### config.mk
export PLATFORM = sky130hd
export DESIGN_NAME = cap_wrsched_flat
export DESIGN_NICKNAME = d
export VERILOG_FILES = /design/src/rtl/cap_wrsched_if.sv /design/src/rtl/cap_wrsched.sv /design/src/flat_wrapper.sv
export SDC_FILE = /design/constraint.sdc
export NUM_CORES = 1
export LEC_CHECK = 0
export BUFFER_PORTS_ARGS = -buffer_cell sky130_fd_sc_hd__buf_2
export CORE_ASPECT_RATIO = 1.2
export CORE_MARGIN = 5
export CORE_UTILIZATION = 25
export CTS_CLUSTER_SIZE = 12
export DETAILED_ROUTE_END_ITERATION = 10
export PLACE_DENSITY = 0.5
export SYNTH_ARGS = -nofsm -noshare
export SYNTH_HDL_FRONTEND = slang
export SYNTH_SLANG_ARGS = --single-unit
export TNS_END_PERCENT = 5
### constraint.sdc
create_clock -name ACLK -period 2.7 [get_ports ACLK]
set_input_delay 0.135 -clock ACLK [delete_from_list [all_inputs] [get_ports ACLK]]
set_output_delay 0.135 -clock ACLK [all_outputs]
set_load 0.01 [all_outputs]
### src/rtl/cap_wrsched_if.sv
// Burst request/response channel between the capture write scheduler and the
// memory write master.
interface cap_wrsched_if;
  logic        BURST_REQ;
  logic [31:0] BURST_ADDR;
  logic [7:0]  BURST_LEN;
  logic        BURST_ACK;
  logic        BURST_DONE;

  modport master (
    output BURST_REQ, BURST_ADDR, BURST_LEN,
    input  BURST_ACK, BURST_DONE
  );

  modport slave (
    input  BURST_REQ, BURST_ADDR, BURST_LEN,
    output BURST_ACK, BURST_DONE
  );
endinterface

### src/rtl/cap_wrsched.sv
// Capture write scheduler: starts a frame on VSYNC, issues fixed-length write
// bursts whenever the pixel FIFO holds a full burst, and reports frame end/abort.
module cap_wrsched #(
  parameter int BURST_BEATS  = 16,
  parameter int BEAT_BYTES   = 8,
  parameter int FRAME_BURSTS = 4800,
  parameter int MAX_OUTST    = 4
) (
  input  logic          ACLK,
  input  logic          ARESETN,
  input  logic          CAP_ON,
  input  logic [28:0]   CAP_ADDR,
  input  logic          VSYNC,
  input  logic [9:0]    FIFO_CNT,
  cap_wrsched_if.master wr,
  output logic          FIFO_CLR,
  output logic          FRAME_DONE,
  output logic          FRAME_ABORT,
  output logic          BUSY
);
  localparam int BURST_BYTES = BURST_BEATS * BEAT_BYTES;
  localparam int CNT_W       = $clog2(FRAME_BURSTS + 1);
  localparam int OUT_W       = $clog2(MAX_OUTST + 1);

  localparam logic [28:0]      STEP      = 29'(BURST_BYTES);
  localparam logic [28:0]      BASE_MASK = ~(STEP - 29'd1);
  localparam logic [CNT_W-1:0] LAST_CNT  = CNT_W'(FRAME_BURSTS);
  localparam logic [OUT_W-1:0] OUT_MAX   = OUT_W'(MAX_OUTST);
  localparam logic [10:0]      BEATS_THR = 11'(BURST_BEATS);

  typedef enum logic [2:0] {
    S_IDLE,
    S_WAIT_VS,
    S_WAIT_DATA,
    S_ISSUE,
    S_DRAIN
  } state_t;

  state_t           state_reg;
  logic             vs_meta_reg, vs_sync_reg, vs_prev_reg;
  logic [28:0]      addr_reg;
  logic [CNT_W-1:0] burst_cnt_reg;
  logic [CNT_W-1:0] burst_cnt_next;
  logic [OUT_W-1:0] outst_reg;
  logic             abort_pend_reg;
  logic             burst_req_reg;
  logic             fifo_clr_reg, frame_done_reg, frame_abort_reg, busy_reg;
  logic             vs_rise, ack_hs, fifo_ok;

  assign vs_rise        = vs_sync_reg & ~vs_prev_reg;
  assign ack_hs         = burst_req_reg & wr.BURST_ACK;
  assign fifo_ok        = {1'b0, FIFO_CNT} >= BEATS_THR;
  assign burst_cnt_next = burst_cnt_reg + 1'b1;

  assign wr.BURST_REQ  = burst_req_reg;
  assign wr.BURST_ADDR = {3'b000, addr_reg};
  assign wr.BURST_LEN  = 8'(BURST_BEATS - 1);
  assign FIFO_CLR      = fifo_clr_reg;
  assign FRAME_DONE    = frame_done_reg;
  assign FRAME_ABORT   = frame_abort_reg;
  assign BUSY          = busy_reg;

  // VSYNC is asynchronous to ACLK: two flops to settle, one more for the edge.
  always_ff @(posedge ACLK or negedge ARESETN) begin
    if (!ARESETN) begin
      vs_meta_reg <= 1'b0;
      vs_sync_reg <= 1'b0;
      vs_prev_reg <= 1'b0;
    end else begin
      vs_meta_reg <= VSYNC;
      vs_sync_reg <= vs_meta_reg;
      vs_prev_reg <= vs_sync_reg;
    end
  end

  // An ACK and a DONE in the same cycle cancel; a stray DONE at zero is dropped.
  always_ff @(posedge ACLK or negedge ARESETN) begin
    if (!ARESETN) begin
      outst_reg <= '0;
    end else if (ack_hs && !wr.BURST_DONE) begin
      outst_reg <= outst_reg + 1'b1;
    end else if (!ack_hs && wr.BURST_DONE && outst_reg != '0) begin
      outst_reg <= outst_reg - 1'b1;
    end
  end

  always_ff @(posedge ACLK or negedge ARESETN) begin
    if (!ARESETN) begin
      state_reg       <= S_IDLE;
      addr_reg        <= '0;
      burst_cnt_reg   <= '0;
      abort_pend_reg  <= 1'b0;
      burst_req_reg   <= 1'b0;
      fifo_clr_reg    <= 1'b0;
      frame_done_reg  <= 1'b0;
      frame_abort_reg <= 1'b0;
      busy_reg        <= 1'b0;
    end else begin
      fifo_clr_reg    <= 1'b0;
      frame_done_reg  <= 1'b0;
      frame_abort_reg <= 1'b0;
      case (state_reg)
        S_IDLE: begin
          if (CAP_ON) begin
            state_reg <= S_WAIT_VS;
            busy_reg  <= 1'b1;
          end
        end
        S_WAIT_VS: begin
          if (!CAP_ON) begin
            state_reg <= S_IDLE;
            busy_reg  <= 1'b0;
          end else if (vs_rise) begin
            addr_reg      <= CAP_ADDR & BASE_MASK;
            burst_cnt_reg <= '0;
            fifo_clr_reg  <= 1'b1;
            state_reg     <= S_WAIT_DATA;
          end
        end
        S_WAIT_DATA: begin
          if (vs_rise) begin
            abort_pend_reg <= 1'b1;
            state_reg      <= S_DRAIN;
          end else if (fifo_ok && outst_reg < OUT_MAX) begin
            burst_req_reg <= 1'b1;
            state_reg     <= S_ISSUE;
          end
        end
        S_ISSUE: begin
          // A posted request is never withdrawn; an abort waits for the ACK.
          if (vs_rise) begin
            abort_pend_reg <= 1'b1;
          end
          if (ack_hs) begin
            burst_req_reg <= 1'b0;
            addr_reg      <= addr_reg + STEP;
            burst_cnt_reg <= burst_cnt_next;
            if (burst_cnt_next == LAST_CNT || abort_pend_reg || vs_rise) begin
              state_reg <= S_DRAIN;
            end else begin
              state_reg <= S_WAIT_DATA;
            end
          end
        end
        S_DRAIN: begin
          if (outst_reg == '0) begin
            frame_done_reg  <= ~abort_pend_reg;
            frame_abort_reg <= abort_pend_reg;
            abort_pend_reg  <= 1'b0;
            if (CAP_ON) begin
              state_reg <= S_WAIT_VS;
            end else begin
              state_reg <= S_IDLE;
              busy_reg  <= 1'b0;
            end
          end
        end
        default: begin
          state_reg <= S_IDLE;
          busy_reg  <= 1'b0;
        end
      endcase
    end
  end
endmodule

### src/flat_wrapper.sv
// flat-port wrapper written by rule: the top's interface ports become plain ports
module cap_wrsched_flat 
#(
  parameter int BURST_BEATS  = 16,
  parameter int BEAT_BYTES   = 8,
  parameter int FRAME_BURSTS = 4800,
  parameter int MAX_OUTST    = 4
)
  (ACLK, ARESETN, CAP_ON, CAP_ADDR, VSYNC, FIFO_CNT, FIFO_CLR, FRAME_DONE, FRAME_ABORT, BUSY, wr_BURST_REQ, wr_BURST_ADDR, wr_BURST_LEN, wr_BURST_ACK, wr_BURST_DONE);
  cap_wrsched_if wr_i ();
  input  logic ACLK;
  input  logic ARESETN;
  input  logic CAP_ON;
  input  logic [28:0] CAP_ADDR;
  input  logic VSYNC;
  input  logic [9:0] FIFO_CNT;
  output logic FIFO_CLR;
  output logic FRAME_DONE;
  output logic FRAME_ABORT;
  output logic BUSY;
  output wire logic [$bits(wr_i.BURST_REQ)-1:0] wr_BURST_REQ;
  output wire logic [$bits(wr_i.BURST_ADDR)-1:0] wr_BURST_ADDR;
  output wire logic [$bits(wr_i.BURST_LEN)-1:0] wr_BURST_LEN;
  input wire logic [$bits(wr_i.BURST_ACK)-1:0] wr_BURST_ACK;
  input wire logic [$bits(wr_i.BURST_DONE)-1:0] wr_BURST_DONE;
  assign wr_BURST_REQ = wr_i.BURST_REQ;
  assign wr_BURST_ADDR = wr_i.BURST_ADDR;
  assign wr_BURST_LEN = wr_i.BURST_LEN;
  assign wr_i.BURST_ACK = wr_BURST_ACK;
  assign wr_i.BURST_DONE = wr_BURST_DONE;
  cap_wrsched #(.BURST_BEATS(BURST_BEATS), .BEAT_BYTES(BEAT_BYTES), .FRAME_BURSTS(FRAME_BURSTS), .MAX_OUTST(MAX_OUTST)) u_core (.ACLK(ACLK), .ARESETN(ARESETN), .CAP_ON(CAP_ON), .CAP_ADDR(CAP_ADDR), .VSYNC(VSYNC), .FIFO_CNT(FIFO_CNT), .wr(wr_i), .FIFO_CLR(FIFO_CLR), .FRAME_DONE(FRAME_DONE), .FRAME_ABORT(FRAME_ABORT), .BUSY(BUSY));
endmodule
Yosys cells after proc, flatten, opt, wreduce, memory -nomap -nowiden
Cells that the tools add are included.

word-level totals
  flip-flop bits (word level) = 57
  bits in writable memories = 0
  ROM bits = 0
  bits in latches = 0
  memories = 0
  logic and storage cells = 98
  input port bits = 45

operators by class
  reductions and logical operators = 21
  order comparisons = 2
  shift-type cells = 0
  add/sub/neg operators = 4
  muxes and demuxes = 38
  $mul = 0
  equality and inequality tests = 15
  divide/modulo/power cells = 0
  bitwise operators = 5

operators with widths
  operator                                                count
  two-way mux 29 bit                                      3
  one-hot mux 29 bit (2 select lines)                     1
  two-way mux 13 bit                                      3
  two-way mux 3 bit                                       10
  adder 29 x 8 -> 29 bit (second input constant)          1
  one-hot mux 13 bit (2 select lines)                     1
  two-way mux 1 bit                                       16
  one-hot mux 3 bit (5 select lines)                      1
  adder 13 x 1 -> 13 bit (second input constant)          1
  == test 13 bit (second input constant)                  1
  >= comparator 10 x 5 -> 1 bit (second input constant)   1
  inequality test 2 x 1 -> 1 bit (second input constant)  5
  AND reduction 4 bit                                     2
  nonzero test 2 bit                                      4
  == test 3 x 2 -> 1 bit (second input constant)          2
  zero test 3 bit                                         2
  inequality test 2 bit (second input constant)           3
  AND reduction 3 bit                                     2
  AND reduction 5 bit                                     1
  logical AND 1 bit                                       4
  one-hot mux 1 bit (2 select lines)                      2
  one-hot mux 1 bit (4 select lines)                      1
  adder 3 x 1 -> 3 bit (second input constant)            1
  == test 3 x 1 -> 1 bit (second input constant)          1
  other kinds (11)                                        16

Depth between registers and ports, before layout
Gate-level depths: netlist of run 1.

  word-level depth = 7
  depth in mapped cells = 8

Least setup slack after synthesis of run 1
OpenSTA, ideal clock, no wires.

  path kind = register to register
  start = register u_core.addr_reg[7]
  end = register u_core.addr_reg[27]
  data required time = 2.621 ns
  stages on the path, launching flop included = 8
  data arrival time = 1.579 ns
  path slack = 1.042 ns
  clock period less this slack = 1.658 ns
  cell sequence = dfrtp_1 > ha_1 > nand3_1 > nor2_2 > and3_2 > nand2_1 > a21oi_1 > a2bb2oi_1

on the way
  longest elaborated chain between the ends = 3

RTL lines
  what                                 line                source
  start, declared                      cap_wrsched.sv:41   logic [28:0] addr_reg;
  start signal, assigned               cap_wrsched.sv:114  addr_reg <= CAP_ADDR & BASE_MASK;
  start signal, assigned               cap_wrsched.sv:136  addr_reg <= addr_reg + STEP;
  adder 29 x 8 -> 29 bit               cap_wrsched.sv:136
  two-way mux 29 bit                   cap_wrsched.sv:134  if (ack_hs) begin
  one-hot mux 29 bit (2 select lines)  cap_wrsched.sv:102  case (state_reg)

No other way between the ends. The select of a mux whose other input is x is not followed.
A chain may end at the register's enable or synchronous reset.

Worst setup path after layout of run 1
  start = register u_core.state_reg[0]
  end = register u_core.burst_cnt_reg[12]

on the way
  longest elaborated chain between the ends = 3
  elaborated cells on any way between the ends = 8

RTL lines
  what                                                              line                source
  start, declared                                                   cap_wrsched.sv:39   state_t state_reg;
  start signal, assigned                                            cap_wrsched.sv:89   state_reg <= S_IDLE;
  start signal, assigned                                            cap_wrsched.sv:105  state_reg <= S_WAIT_VS;
  start signal, assigned                                            cap_wrsched.sv:111  state_reg <= S_IDLE;
  == test 3 x 1 -> 1 bit or == test 3 x 2 -> 1 bit (tied branches)  cap_wrsched.sv:102
  inequality test 2 x 1 -> 1 bit (no line) (tied with other cells)  -
  AND reduction 4 bit (no line)                                     -
  end signal, assigned                                              cap_wrsched.sv:137  burst_cnt_reg <= burst_cnt_next;
  end, declared                                                     cap_wrsched.sv:42   logic [CNT_W-1:0] burst_cnt_reg;

Parallel ways exist; a longest one is shown, timed or not.

==> results.json, run 1 <==
{
  "status": "finished clean",
  "startpoint_type": "register",
  "grt-ovfl-total": 0,
  "nNetsFinal": 453,
  "cap_violations": 0,
  "synth-main-ff-cell": "dfrtp_1",
  "grt_pass1_wl_mm": 13.0,
  "cts_buffers": 5,
  "ys_seq_area_share_pct": 41.1,
  "die_h_um": 131,
  "drc": 0,
  "crit_family": "flip-flops",
  "finalWirelength_mm": 7.79,
  "cp_cell_sequence": "and3b_1 -> nand3_2 -> o21a_1 -> buf_4 -> o21ai_0 -> o41ai_1",
  "largest_reg_flops": 22,
  "slowest_stage": "dfrtp_1",
  "hold_path.class": "in2reg",
  "end_kind": "register",
  "p_leak_nw": 1.53,
  "synth.avg_cell_area_um2": 8.60,
  "worst_ep_arrival_time_ns": 2.21,
  "worstPathRequired_ns": 2.86,
  "holdBufCountCts": 2,
  "netlist_area_mm2": 0.00305,
  "slew_viol_final": 0,
  "clk_pin_slew_worst_paths_ns": 0.07,
  "fin_skew_ns": 0.00636,
  "peakVddDrop_mv": 0.331,
  "cts_setup_buffers": 0,
  "clk_latency_ns": 0.29,
  "antenna_found_initial": 1,
  "layoutNonFillerInstCount": 568,
  "die_w_um": 111,
  "max_stage_delay_ns": 0.61,
  "io-pin-count": 90,
  "initial_core_util_pct": 25.4,
  "period_minus_slack_ns": 2.05,
  "crit_type": "reg2reg",
  "yosysWarningCount": 0,
  "netlist_instances": 354,
  "cts_resized": 0,
  "tns_ns": 0,
  "ys_types": 61,
  "vias": 2709,
  "cp_max_fo": 30,
  "drtAntennaViolNets": 0,
  "gp_routability_congestion": 0.765,
  "synth_edf_count": 0,
  "cts_sinks": 50,
  "wl_per_cell_um": 13.7,
  "worst-path-buf-inv": 1,
  "rows": 44,
  "clockBufferDepth": 2,
  "min_period_over_period_pct": 75.9,
  "power_density_mw_per_mm2": 936,
  "dr.pass1.iters": 4,
  "hold_violations": 0,
  "core-area_mm2": 0.0120,
  "grt_setup_unrepaired": "no",
  "ys_async_sr_fraction_pct": 100,
  "cts_root_buffer": "clkbuf_16",
  "area.growth.synth_to_final_pct": 18.0,
  "setup_viol": 0,
  "grt_usage_pct": 10.9,
  "drive_gt1_share_pct": 23.9,
  "numPortBuffers": 60,
  "timing.fmax_ghz": 0.488,
  "dp_cells": 557,
  "grt_max_degree": 43,
  "htreeDepth": 2,
  "ys_ff_latch": 50,
  "grt_pass1_vias": 2689,
  "fin_ws_ns": 0.650,
  "dpl.hpwl_mm": 5.66,
  "routed_via_density": 4.77,
  "drtIter0Drc": 134,
  "die-area_mm2": 0.0145,
  "cts_tree": "yes",
  "place_ws_ns": 0.644
}
==> final timing paths <==
check,startpoint,to,slack [ns],depth (start not counted)
max in group asynchronous,ARESETN,u_core.burst_cnt_reg[5],1.59,3
hold reg to reg,u_core.vs_meta_reg,u_core.vs_sync_reg,0.35,0
setup / recovery,u_core.state_reg[0],u_core.burst_cnt_reg[12],0.65,6
setup reg to reg,u_core.state_reg[0],u_core.burst_cnt_reg[12],0.65,6
hold / removal,CAP_ADDR[7],u_core.addr_reg[7],0.09,3
min in group asynchronous,ARESETN,u_core.BUSY,0.32,2
==> routing by layer <==
metal,part of all wire [%],track usage (%),vias up
li1,-,-,1349
met1,44,13.0,1303
met2,51,19.3,50
met3,3.9,2.35,7
met4,2.0,4.06,0
met5,0,0,-
==> area by class of cell <==
cell class / count / area, um2
fill: 1305 / 8410
multi-input combinational: 278 / 1610
sequential: 50 / 1250
timing repair buffer: 66 / 350
tap: 161 / 201
clock buffer: 5 / 125
clock inverter: 3 / 40.0
inverter: 4 / 15.0
antenna: 1 / 2.50
==> report_power, final <==
group          internal (mW)  total, mW  leakage (nW)  switching, mW
Sequential             0.994       1.34         0.613          0.350
Clock                  0.434      0.714        0.0836          0.280
Combinational          0.558       1.31         0.830          0.749
Total                   1.99       3.37          1.53           1.38
==> kinds of logic after synthesis <==
| kind of cell | Yosys count | share of synthesized area [%] |
|---|---|---|
| buffers and inverters | 42 | 8.05 |
| DFF | 50 | 41.1 |
| muxes | 3 | 1.19 |
| AOI/OAI and AO/OA | 116 | 23.0 |
| adders and majority gates | 3 | 1.48 |
| other | 2 | 0.247 |
| xor gates and xnor gates | 8 | 2.30 |
| and+or+nand+nor | 130 | 22.6 |
==> metrics by stage <==
| stage | total power [mW] | area [um2] | util [%] | hold slack, ns |
|---|---|---|---|---|
| 5_1_grt | 3.67 | 3590 | 30.0 | 0.116 |
| 3_3_place_gp | 2.65 | 3410 | 28.4 | 0.121 |
| 3_5_place_dp | 2.68 | 3410 | 28.4 | 0.113 |
| 6_report | 3.37 | 3590 | 30.0 | 0.0948 |
| 4_1_cts | 3.42 | 3590 | 29.9 | 0.0925 |
| 2_1_floorplan | 2.25 | 3110 | - | -0.161 |
==> cell usage in the layout (no fill, tap or decap), drive strengths merged, types with 5 or more instances in the layout <==
cell type and instances:
a21oi 38, a31oi 8, and3 7, buf 64, clkbuf 5, conb 18
dfrtp 50, nand2 35, nand3 22, nand4 6, nor2 32, nor3 9
o21ai 37, o22ai 9
==> tightest hold or removal path, stage by stage <==
cell	delay [ns]
buf_2	0.09
nand3_1	0.06
nand2_1	0.06
==> Yosys cell counts, types with 3 or more instances <==
cell type | number | area share, %
dfrtp_1 | 50 | 41
a21oi_1 | 37 | 6.1
o21ai_0 | 35 | 5.8
nand2_1 | 34 | 4.2
nor2_1 | 27 | 3.3
buf_4 | 21 | 5.2
nand3_1 | 19 | 3.1
clkbuf_1 | 10 | 1.2
nor3_1 | 9 | 1.5
o22ai_1 | 9 | 1.8
a31oi_1 | 8 | 1.6
buf_2 | 6 | 0.99
nand4_1 | 5 | 1.0
and3_4 | 4 | 1.5
inv_1 | 4 | 0.49
nand2b_1 | 4 | 0.82
nor2_2 | 4 | 0.82
xnor2_1 | 4 | 1.2
xor2_1 | 4 | 1.2
a2bb2oi_1 | 3 | 0.86
and2b_1 | 3 | 0.74
and4_1 | 3 | 0.86
nand3_2 | 3 | 0.99
o31ai_1 | 3 | 0.74
Note: power is estimated with default switching activity, not from simulation.
==> run 2, diff against run 1 <==
==> constraint.sdc (replaced) <==
create_clock -name ACLK -period 2 [get_ports ACLK]
set_input_delay 0.1 -clock ACLK [delete_from_list [all_inputs] [get_ports ACLK]]
set_output_delay 0.1 -clock ACLK [all_outputs]
set_load 0.01 [all_outputs]
==> run 2 against run 1 <==
Register-to-register slack got worse by 0.46 ns. Worst hold slack got worse by 0.050 ns. Sequential power increased by 31%. Design area increased by 4.0%. Critical endpoint is now u_core.addr_reg[10].
==> results.json, run 2 (synthesis gave the netlist of run 1 again) <==
{
  "routed_via_density": 4.79,
  "grt_max_degree": 43,
  "setup_viol": 0,
  "peakVddDrop_mv": 0.426,
  "cts_setup_buffers": 0,
  "hold_path.class": "in2reg",
  "hold-worst-slack_ns": 0.0451,
  "drtIter0Drc": 118,
  "hold_violations": 0,
  "placed_area_mm2": 0.00355,
  "grt-ovfl-total": 0,
  "slew_headroom_pct": 55.2,
  "grt_usage_pct": 11.1,
  "worstPathRequired_ns": 2.22,
  "die_h_um": 131,
  "fin_util_pct": 31.2,
  "vias": 2776,
  "die-area_mm2": 0.0145,
  "wl_per_cell_um": 14.0,
  "slew_viol_final": 0,
  "mostFrequentLayoutCells": "buf_2 (60), dfrtp_1 (50), a21oi_1 (37), o21ai_0 (35), nand2_1 (34)",
  "die_w_um": 111,
  "wl_met2_mm": 4.04,
  "clk_latency_ns": 0.30,
  "cts_tree": "yes",
  "period_minus_slack_ns": 1.81,
  "clockBufferDepth": 2,
  "clk_pin_slew_worst_paths_ns": 0.07,
  "final_cell_area_mm2": 0.00374,
  "crit_type": "reg2reg",
  "final_common_cell": "buf_2",
  "rows": 44,
  "p_leak_nw": 1.60,
  "met1Wirelength_mm": 3.54,
  "cp_max_fo": 14,
  "fin_skew_ns": 0.0107,
  "cts_sinks": 50,
  "worst_ep_arrival_time_ns": 2.03,
  "p_total_mw": 4.75,
  "core-area_mm2": 0.0120,
  "timing.fmax_ghz": 0.552,
  "power_density_mw_per_mm2": 1270,
  "grt_setup_unrepaired": "no",
  "startpoint_type": "register",
  "dr.pass1.iters": 6,
  "area.growth.synth_to_final_pct": 22.8,
  "nNetsFinal": 465,
  "gp_routability_congestion": 0.820,
  "drc": 0,
  "min_period_over_period_pct": 90.5,
  "status": "finished clean",
  "cap_violations": 0,
  "cts_root_buffer": "clkbuf_16",
  "antenna_found_initial": 1,
  "io-pin-count": 90,
  "cts_buffers": 5,
  "grt_pass1_vias": 2627,
  "htreeDepth": 2,
  "grt_pass1_wl_mm": 13.2,
  "largest_reg_flops": 22,
  "worstMarginPinSlew_ns": 0.673,
  "drive_gt1_share_pct": 26.1,
  "finalWirelength_mm": 8.09,
  "end_kind": "register",
  "dpl.hpwl_mm": 5.93,
  "tns_ns": 0,
  "initial_core_util_pct": 25.4,
  "drtAntennaViolNets": 0,
  "route.met3.wl_um": 325,
  "top_layer": "met4",
  "numPortBuffers": 60
}
run 2: cell types whose count changed in the layout (fill, tap and decap cells not counted), sizes merged:
cell / change
clkinv: -2
buf: +12
clkinvlp: +2
run 2: worst paths after layout:
path                                      from                   to  slack, ns  cells after the start
setup reg to reg           u_core.state_reg[2]  u_core.addr_reg[10]       0.19                      7
max in group asynchronous              ARESETN  u_core.addr_reg[17]       1.05                      3
hold / removal                     CAP_ADDR[7]   u_core.addr_reg[7]       0.05                      3
hold reg to reg             u_core.vs_meta_reg   u_core.vs_sync_reg       0.35                      0
setup / recovery           u_core.state_reg[2]  u_core.addr_reg[10]       0.19                      7
min in group asynchronous              ARESETN   u_core.vs_meta_reg       0.38                      2
run 2: power by group:
group / leakage [nW] / switching [mW] / total, mW / internal [mW]
logic: 0.911 / 1.11 / 2.01 / 0.893
registers: 0.613 / 0.409 / 1.75 / 1.34
clock network: 0.0760 / 0.403 / 0.994 / 0.591
run 2: metrics by stage:
stage                     setup WS (ns)  std cells
after CTS                         0.173        579
after detailed placement          0.193        569
final                             0.190        580
after global routing             0.0194        580
after global placement            0.216        569
after floorplan                   0.342        370
run 2: per-layer routing:
metal / up-vias / GRT usage (%)
met1: 1331 / 13.2
met3: 13 / 2.40
met5: - / 0
met4: 0 / 4.49
met2: 55 / 19.5
li1: 1377 / -
run 2: what timing repair did:
item                      4_1_cts  5_1_grt
hold buffers                    2        0
hold endpoints to repair       26        0
resized for setup               0        0
run 2: cell type report:
type                            count  area (um2)
Antenna cell                        1        2.50
Clock buffer                        5         125
Clock inverter                      3        45.0
Fill cell                        1321        8260
Inverter                            4        15.0
Multi-Input combinational cell    278        1610
Sequential cell                    50        1250
Tap cell                          161         201
Timing Repair Buffer               78         490
run 2: critical path: stages (launching register included):
cell and delay [ns]:
dfrtp_1 0.49, and3b_1 0.35, nand3_2 0.12, buf_4 0.21
o21ai_2 0.11, buf_4 0.24, a21oi_1 0.09, a31oi_1 0.13
